$ cat src/rtl/seq_det_pkg.sv
// Shared constants for the 11011 detector path: PISO state encodings and the decimal wrap value.
package seq_det_pkg;

  typedef enum logic [1:0] {
    PISO_IDLE  = 2'b01,
    PISO_SHIFT = 2'b10
  } piso_state_e;

  localparam logic [3:0] WORD_CNT_MAX = 4'd9;

endpackage

$ cat src/rtl/seq_piso_sar.sv
// Parallel-in/serial-out stage feeding the 11011 detector, MSB first, with a mod-10 word counter.
// Latency: MSB on ser_out the cycle after acceptance; frame_done one cycle after the last bit.
// Backpressure: din_ready only in IDLE or on the last bit slot. Parity slot under SEQ_PISO_PARITY_EN.
module seq_piso_sar
  import seq_det_pkg::*;
#(
  parameter int   WIDTH    = 8,
  parameter logic IDLE_BIT = 1'b0
) (
  input  logic             clk,
  input  logic             reset,
  input  logic [WIDTH-1:0] din,
  input  logic             din_valid,
  output logic             din_ready,
  output logic             ser_out,
  output logic             ser_valid,
  output logic             frame_done,
  output logic [3:0]       word_cnt
);

`ifdef SEQ_PISO_PARITY_EN
  localparam int NBITS = WIDTH + 1;
`else
  localparam int NBITS = WIDTH;
`endif
  localparam logic [3:0] LAST_IDX = 4'(NBITS - 1);

  piso_state_e      state_q, state_d;
  logic [NBITS-1:0] shreg_q, shreg_d, load_word;
  logic [3:0]       bit_cnt_q, bit_cnt_d;
  logic [3:0]       word_cnt_q, word_cnt_d;
  logic             frame_done_q, frame_done_d;
  logic             last_bit, xfer;

`ifdef SEQ_PISO_PARITY_EN
  assign load_word = {din, ^din};
`else
  assign load_word = din;
`endif

  assign last_bit = (state_q == PISO_SHIFT) && (bit_cnt_q == 4'd0);
  assign xfer     = din_valid && din_ready;

  always_ff @(posedge clk or negedge reset) begin
    if (!reset) begin
      state_q <= PISO_IDLE;
    end else begin
      state_q <= state_d;
    end
  end

  always_comb begin
    state_d = state_q;
    case (state_q)
      PISO_IDLE:  if (xfer) state_d = PISO_SHIFT;
      PISO_SHIFT: if (last_bit && !xfer) state_d = PISO_IDLE;
      default:    state_d = PISO_IDLE;
    endcase
  end

  // Ready is gated by reset so nothing is offered while reset is held.
  always_comb begin
    din_ready = 1'b0;
    ser_valid = 1'b0;
    ser_out   = IDLE_BIT;
    case (state_q)
      PISO_IDLE: begin
        din_ready = reset;
      end
      PISO_SHIFT: begin
        din_ready = reset && last_bit;
        ser_valid = 1'b1;
        ser_out   = shreg_q[NBITS-1];
      end
      default: begin
        din_ready = 1'b0;
      end
    endcase
  end

  always_comb begin
    shreg_d      = shreg_q;
    bit_cnt_d    = bit_cnt_q;
    frame_done_d = last_bit;
    word_cnt_d   = word_cnt_q;
    if (xfer) begin
      shreg_d   = load_word;
      bit_cnt_d = LAST_IDX;
    end else if (state_q == PISO_SHIFT) begin
      shreg_d = shreg_q << 1;
      if (!last_bit) bit_cnt_d = bit_cnt_q - 4'd1;
    end
    if (last_bit) begin
      word_cnt_d = (word_cnt_q == WORD_CNT_MAX) ? 4'd0 : word_cnt_q + 4'd1;
    end
  end

  always_ff @(posedge clk or negedge reset) begin
    if (!reset) begin
      shreg_q      <= '0;
      bit_cnt_q    <= 4'd0;
      frame_done_q <= 1'b0;
      word_cnt_q   <= 4'd0;
    end else begin
      shreg_q      <= shreg_d;
      bit_cnt_q    <= bit_cnt_d;
      frame_done_q <= frame_done_d;
      word_cnt_q   <= word_cnt_d;
    end
  end

  assign frame_done = frame_done_q;
  assign word_cnt   = word_cnt_q;

endmodule

$ cat config.mk
export PLATFORM = sky130hd
export DESIGN_NAME = seq_piso_sar
export DESIGN_NICKNAME = d
export VERILOG_FILES = /design/src/rtl/seq_det_pkg.sv /design/src/rtl/seq_piso_sar.sv
export SDC_FILE = /design/constraint.sdc
export NUM_CORES = 1
export LEC_CHECK = 0
export ABC_AREA = 1
export CAP_MARGIN = 5
export CORE_ASPECT_RATIO = 1.2
export CORE_MARGIN = 3
export CORE_UTILIZATION = 53
export CTS_BUF_LIST = sky130_fd_sc_hd__clkbuf_8
export DETAILED_ROUTE_END_ITERATION = 7
export PLACE_DENSITY = 0.81
export SLEW_MARGIN = 25
export SYNTH_ARGS = -nofsm -noshare
export SYNTH_HDL_FRONTEND = slang
export SYNTH_SLANG_ARGS = --single-unit
$ cat constraint.sdc
create_clock -name clk -period 2 [get_ports clk]
set_input_delay 0.6 -clock clk [delete_from_list [all_inputs] [get_ports clk]]
set_output_delay 0.6 -clock clk [all_outputs]
set_load 0.03 [all_outputs]
Word level (Yosys, flattened, before mapping)
Cells that the tools add are included.
{"block": "word_totals", "register_bits": 19, "output_inout_bits": 8, "inputBits": 11, "wordCells": 34}
{"block": "classes", "n_reduce_logical": 9, "add_sub_neg": 2, "muxes": 12, "eq_ne": 6}
{"operator": "4-bit 2-to-1 mux", "count": 4}
{"operator": "8-bit 2-to-1 mux", "count": 2}
{"operator": "4-bit by 1-bit adder with 4-bit output, second input constant", "count": 1}
{"operator": "4-bit == test, second input constant", "count": 1}
{"operator": "1-bit logical AND", "count": 4}
{"operator": "4-bit logical NOT", "count": 1}
{"operator": "2-bit 2-to-1 mux", "count": 2}
{"operator": "2-bit by 1-bit inequality test with 1-bit output, second input constant", "count": 2}
{"operator": "2-bit case mux with 2 select lines", "count": 1}
{"operator": "2-bit AND reduction", "count": 2}
{"operator": "4-bit by 1-bit subtractor with 4-bit output, second input constant", "count": 1}
{"operator": "2-bit by 1-bit == test with 1-bit output, second input constant", "count": 1}
{"operator": "2-bit == test, second input constant", "count": 1}
{"operator": "1-bit 2-to-1 mux", "count": 2}
{"operator": "2-bit inequality test, second input constant", "count": 1}
{"operator": "1-bit case mux with 2 select lines", "count": 1}
{"operator": "2-bit nonzero test", "count": 1}
{"operator": "1-bit logical NOT", "count": 1}

Depth between registers and ports, before layout
{"block": "depth", "word_depth": 9, "depth_mapped": 14, "ltp_nobuf": 12}

Least setup slack after synthesis
Ideal clock, no wire load.
{"block": "synth_timing", "path_type": "flip-flop to output port", "from": "register state_q[0]", "to": "output din_ready", "stages_incl_launch_ff": 10, "arrival_time_ns": 1.459, "required_time_ns": 1.400, "n_path_buf": 1, "path_slack_ns": -0.059, "cell_sequence": "dfstp_2 > inv_1 > ha_1 > buf_6 > nand2_2 > inv_2 > nand2_4 > nand2_4 > nand2_1 > inv_1"}
{"block": "synth_between", "elab_chain_len": 4, "word_cells_on_any_way": 5, "cone_classes": "eq/ne (2); mux (1); reduce/logical (2)"}
{"item": "start, declared", "line": "seq_piso_sar.sv:28", "rtl": "piso_state_e state_q, state_d;"}
{"item": "start signal, assigned", "line": "seq_piso_sar.sv:48", "rtl": "state_q <= state_d;"}
{"item": "2-bit == test", "line": "seq_piso_sar.sv:41, seq_piso_sar.sv:66"}
{"item": "1-bit logical AND", "line": "seq_piso_sar.sv:41", "rtl": "assign last_bit = (state_q == PISO_SHIFT) && (bit_cnt_q == 4'd0);"}
{"item": "1-bit logical AND", "line": "seq_piso_sar.sv:71", "rtl": "din_ready = reset && last_bit;"}
{"item": "1-bit case mux with 2 select lines (*)", "line": "seq_piso_sar.sv:66", "rtl": "case (state_q)"}
{"item": "end, declared", "line": "seq_piso_sar.sv:14", "rtl": "output logic din_ready,"}
Mark *: on every way between the ends. The rest lies on a longest branch, timed or not.

Worst setup path in the final report
Same ends and word-level chain as after synthesis.

==> impl_metrics.yaml <==
outcome:
  outcome: "finished with violations"
  failed_checks: "setup timing"
place:
  numPortBuffers: 18
  pre_cts_ws_ns: -0.134
  hpwl_microns: 1540
  post-place-cells: 164
  gp_congestion: 0.699
sta:
  finalMaxSlewViolations: 0
  fin_setup_tns_ns: -0.138
  skew_ns: 0.00534
  relSlewSlack_pct: 79.0
  worstMarginPinSlew_ns: 0.314
  layout_setup_ws_ns: -0.138
  fmax_mhz: 468
  setup_viol: 1
  post-route-period-util_pct: 107
  rsz0062_at_grt: "true"
  hold_viol_final: 0
  finalCriticalPeriod_ns: 2.14
finish:
  fillers: 132
  area.growth.synth_to_final_pct: 32.3
  final_net_count: 168
  most-common-layout-cells: "21 x nand2_1, 18 x dfrtp_1, 16 x inv_1"
  final_common_cell: "nand2_1"
  final_cells: 171
  drive_gt1_share_pct: 25.7
  num_antenna_cells: 0
setup_path:
  rrSetupSlack_ns: 0.03
  crit_chain: "inv_2, ha_4, buf_6, nand2_4, inv_2, nand2_4, nand2_4, nand2_2, inv_2, buf_6"
  crit_arrival_ns: 1.54
  r2r-start: "state_q[0]"
  crit_type: "reg -> out"
  crit_slowest_cell: "dfstp_2"
  critPathRequiredTime_ns: 1.40
  setup.worst_path.start: "state_q[0]"
  end_kind: "primary output"
  cp-start-kind: "flip-flop"
  cpPeakStageDelay_ns: 0.55
  critPathMaxFanout: 3
cts:
  cts_root_buf: "clkbuf_8"
  clock_latency_ns: 0.26
  cts.sinks: 19
  clk_pin_slew_ns: 0.07
  clock_path_buffers: 2
  htreeDepth: 1
  cts_tree: "yes"
  hold_buffers: 0
  cts_buffers: 3
power:
  power.total_mw: 1.69
  cellLeakagePower_nw: 0.739
  ir_worst_vdd_mv: 0.659
  p_per_area_nw_per_um2: 1220
job:
  cap_violations: 0
drt:
  dr_total_vias: 894
  drt-initial-drc-count: 8
  vias_per_cell: 5.23
  routed_wl_microns: 2280
  drc: 0
  dr.pass1.iters: 4
  antenna_left: 0
  drt-wirelength-per-cell_microns: 13.3
synthesis:
  synthCells: 121
  ys_ff_latch: 19
  syn_nets: 136
  syn_avg_cell_area_sq_um: 8.68
  yosysWarnings: 0
  yosysUniqueCellTypes: 20
  ys_seq_area_share_pct: 45.4
  synth_area_sq_um: 1050
global_route:
  grt_max_degree: 20
  grt_pass1_wl_microns: 3580
  grt_usage_pct: 20.8
  gr-total-overflow: 0
  antenna_found_initial: 0
  grt_pass1_vias: 860
die:
  die_h_microns: 54.8
  core_sq_um: 1850
  dieWidth_microns: 46.6
  num_rows: 17
  num_io_pins: 19
  die-area_sq_um: 2550
  initial_core_util_pct: 56.7
hold_path:
  hold_class: "in -> async"
flip-flops by register name (all words and copies together), names as in the netlist:
signal and flops:
bit_cnt_q 4, frame_done 1, shreg_q 8, state_q 2
word_cnt 4
per-stage QoR:
step | util (%) | area, sq um | hold slack, ns
after detailed placement | 69.6 | 1290 | 0.509
after global placement | 69.6 | 1290 | 0.496
after global routing | 75.1 | 1390 | 0.489
after floorplan | - | 1050 | 0.304
final | 75.1 | 1390 | 0.467
after CTS | 73.8 | 1370 | 0.494
cell families after synthesis:
kind of cell             after synthesis  share of synthesized area [%]
AO/OA/AOI/OAI                         19                           11.6
adder cells (fa/ha/maj)                4                           4.77
buffers and inverters                 25                           11.4
AND/OR/NAND/NOR                       51                           24.3
XOR/XNOR                               3                           2.50
flip-flops                            19                           45.4
cells in the mapped netlist:
cell type,number,area share (%)
buf_6,2,2.1
buf_8,1,1.4
clkbuf_1,1,0.36
dfrtp_1,18,43
dfstp_2,1,2.5
ha_1,4,4.8
inv_1,19,6.8
inv_2,2,0.72
nand2_1,22,7.9
nand2_2,4,2.4
nand2_4,2,2.1
nand3_1,15,7.2
nand3_2,1,0.95
nand3_4,1,1.7
nor2_1,6,2.1
o211ai_1,5,3.6
o21ai_0,10,4.8
o21ai_2,3,2.5
o31ai_1,1,0.72
xor2_1,3,2.5
critical path, delay by kind of cell, from the launching register on:
kind                     cells  cell delay (ns)
adder cells (fa/ha/maj)      1             0.16
buffers and inverters        5             0.36
flip-flops                   1             0.55
AND/OR/NAND/NOR              4             0.21
path summary, 6_finish.rpt:
path / to / depth (start not counted)
worst max-delay path: din_ready / 10
worst min-delay path: frame_done / 2
worst max register to register: bit_cnt_q[3] / 13
worst min register to register: shreg_q[7] / 2
max in group asynchronous: state_q[0] / 2
min in group clk: shreg_q[7] / 2
final cells by class:
| cell class | instances | area [sq um] | share of cell area, % |
|---|---|---|---|
| Multi-Input combinational cell | 77 | 475 | 34.2 |
| Inverter | 21 | 85.1 | 6.13 |
| Clock buffer | 3 | 41.3 | 2.97 |
| Timing Repair Buffer | 31 | 282 | 20.3 |
| Tap cell | 19 | 23.8 | 1.71 |
| Sequential cell | 19 | 477 | 34.3 |
| Clock inverter | 1 | 5.00 | 0.360 |
per-layer routing:
| layer | routed length [microns] | global-route usage, % | share of wire (%) |
|---|---|---|---|
| met1 | 884 | 21.5 | 39 |
| met4 | 98 | 13.4 | 4.3 |
| met2 | 1210 | 36.5 | 53 |
| met3 | 82 | 5.26 | 3.6 |
| met5 | 0 | 0 | 0 |
power breakdown:
part           internal, mW  total (mW)  switching [mW]
clock network         0.139       0.268           0.129
registers             0.532       0.613          0.0804
logic                 0.355       0.814           0.459
timing repair:
action,in CTS,in global routing
gates resized for setup,9,11
pin swaps,1,0
endpoints found under the setup margin,3,6
setup buffers,2,1
Power figures use the tool's default switching activity.
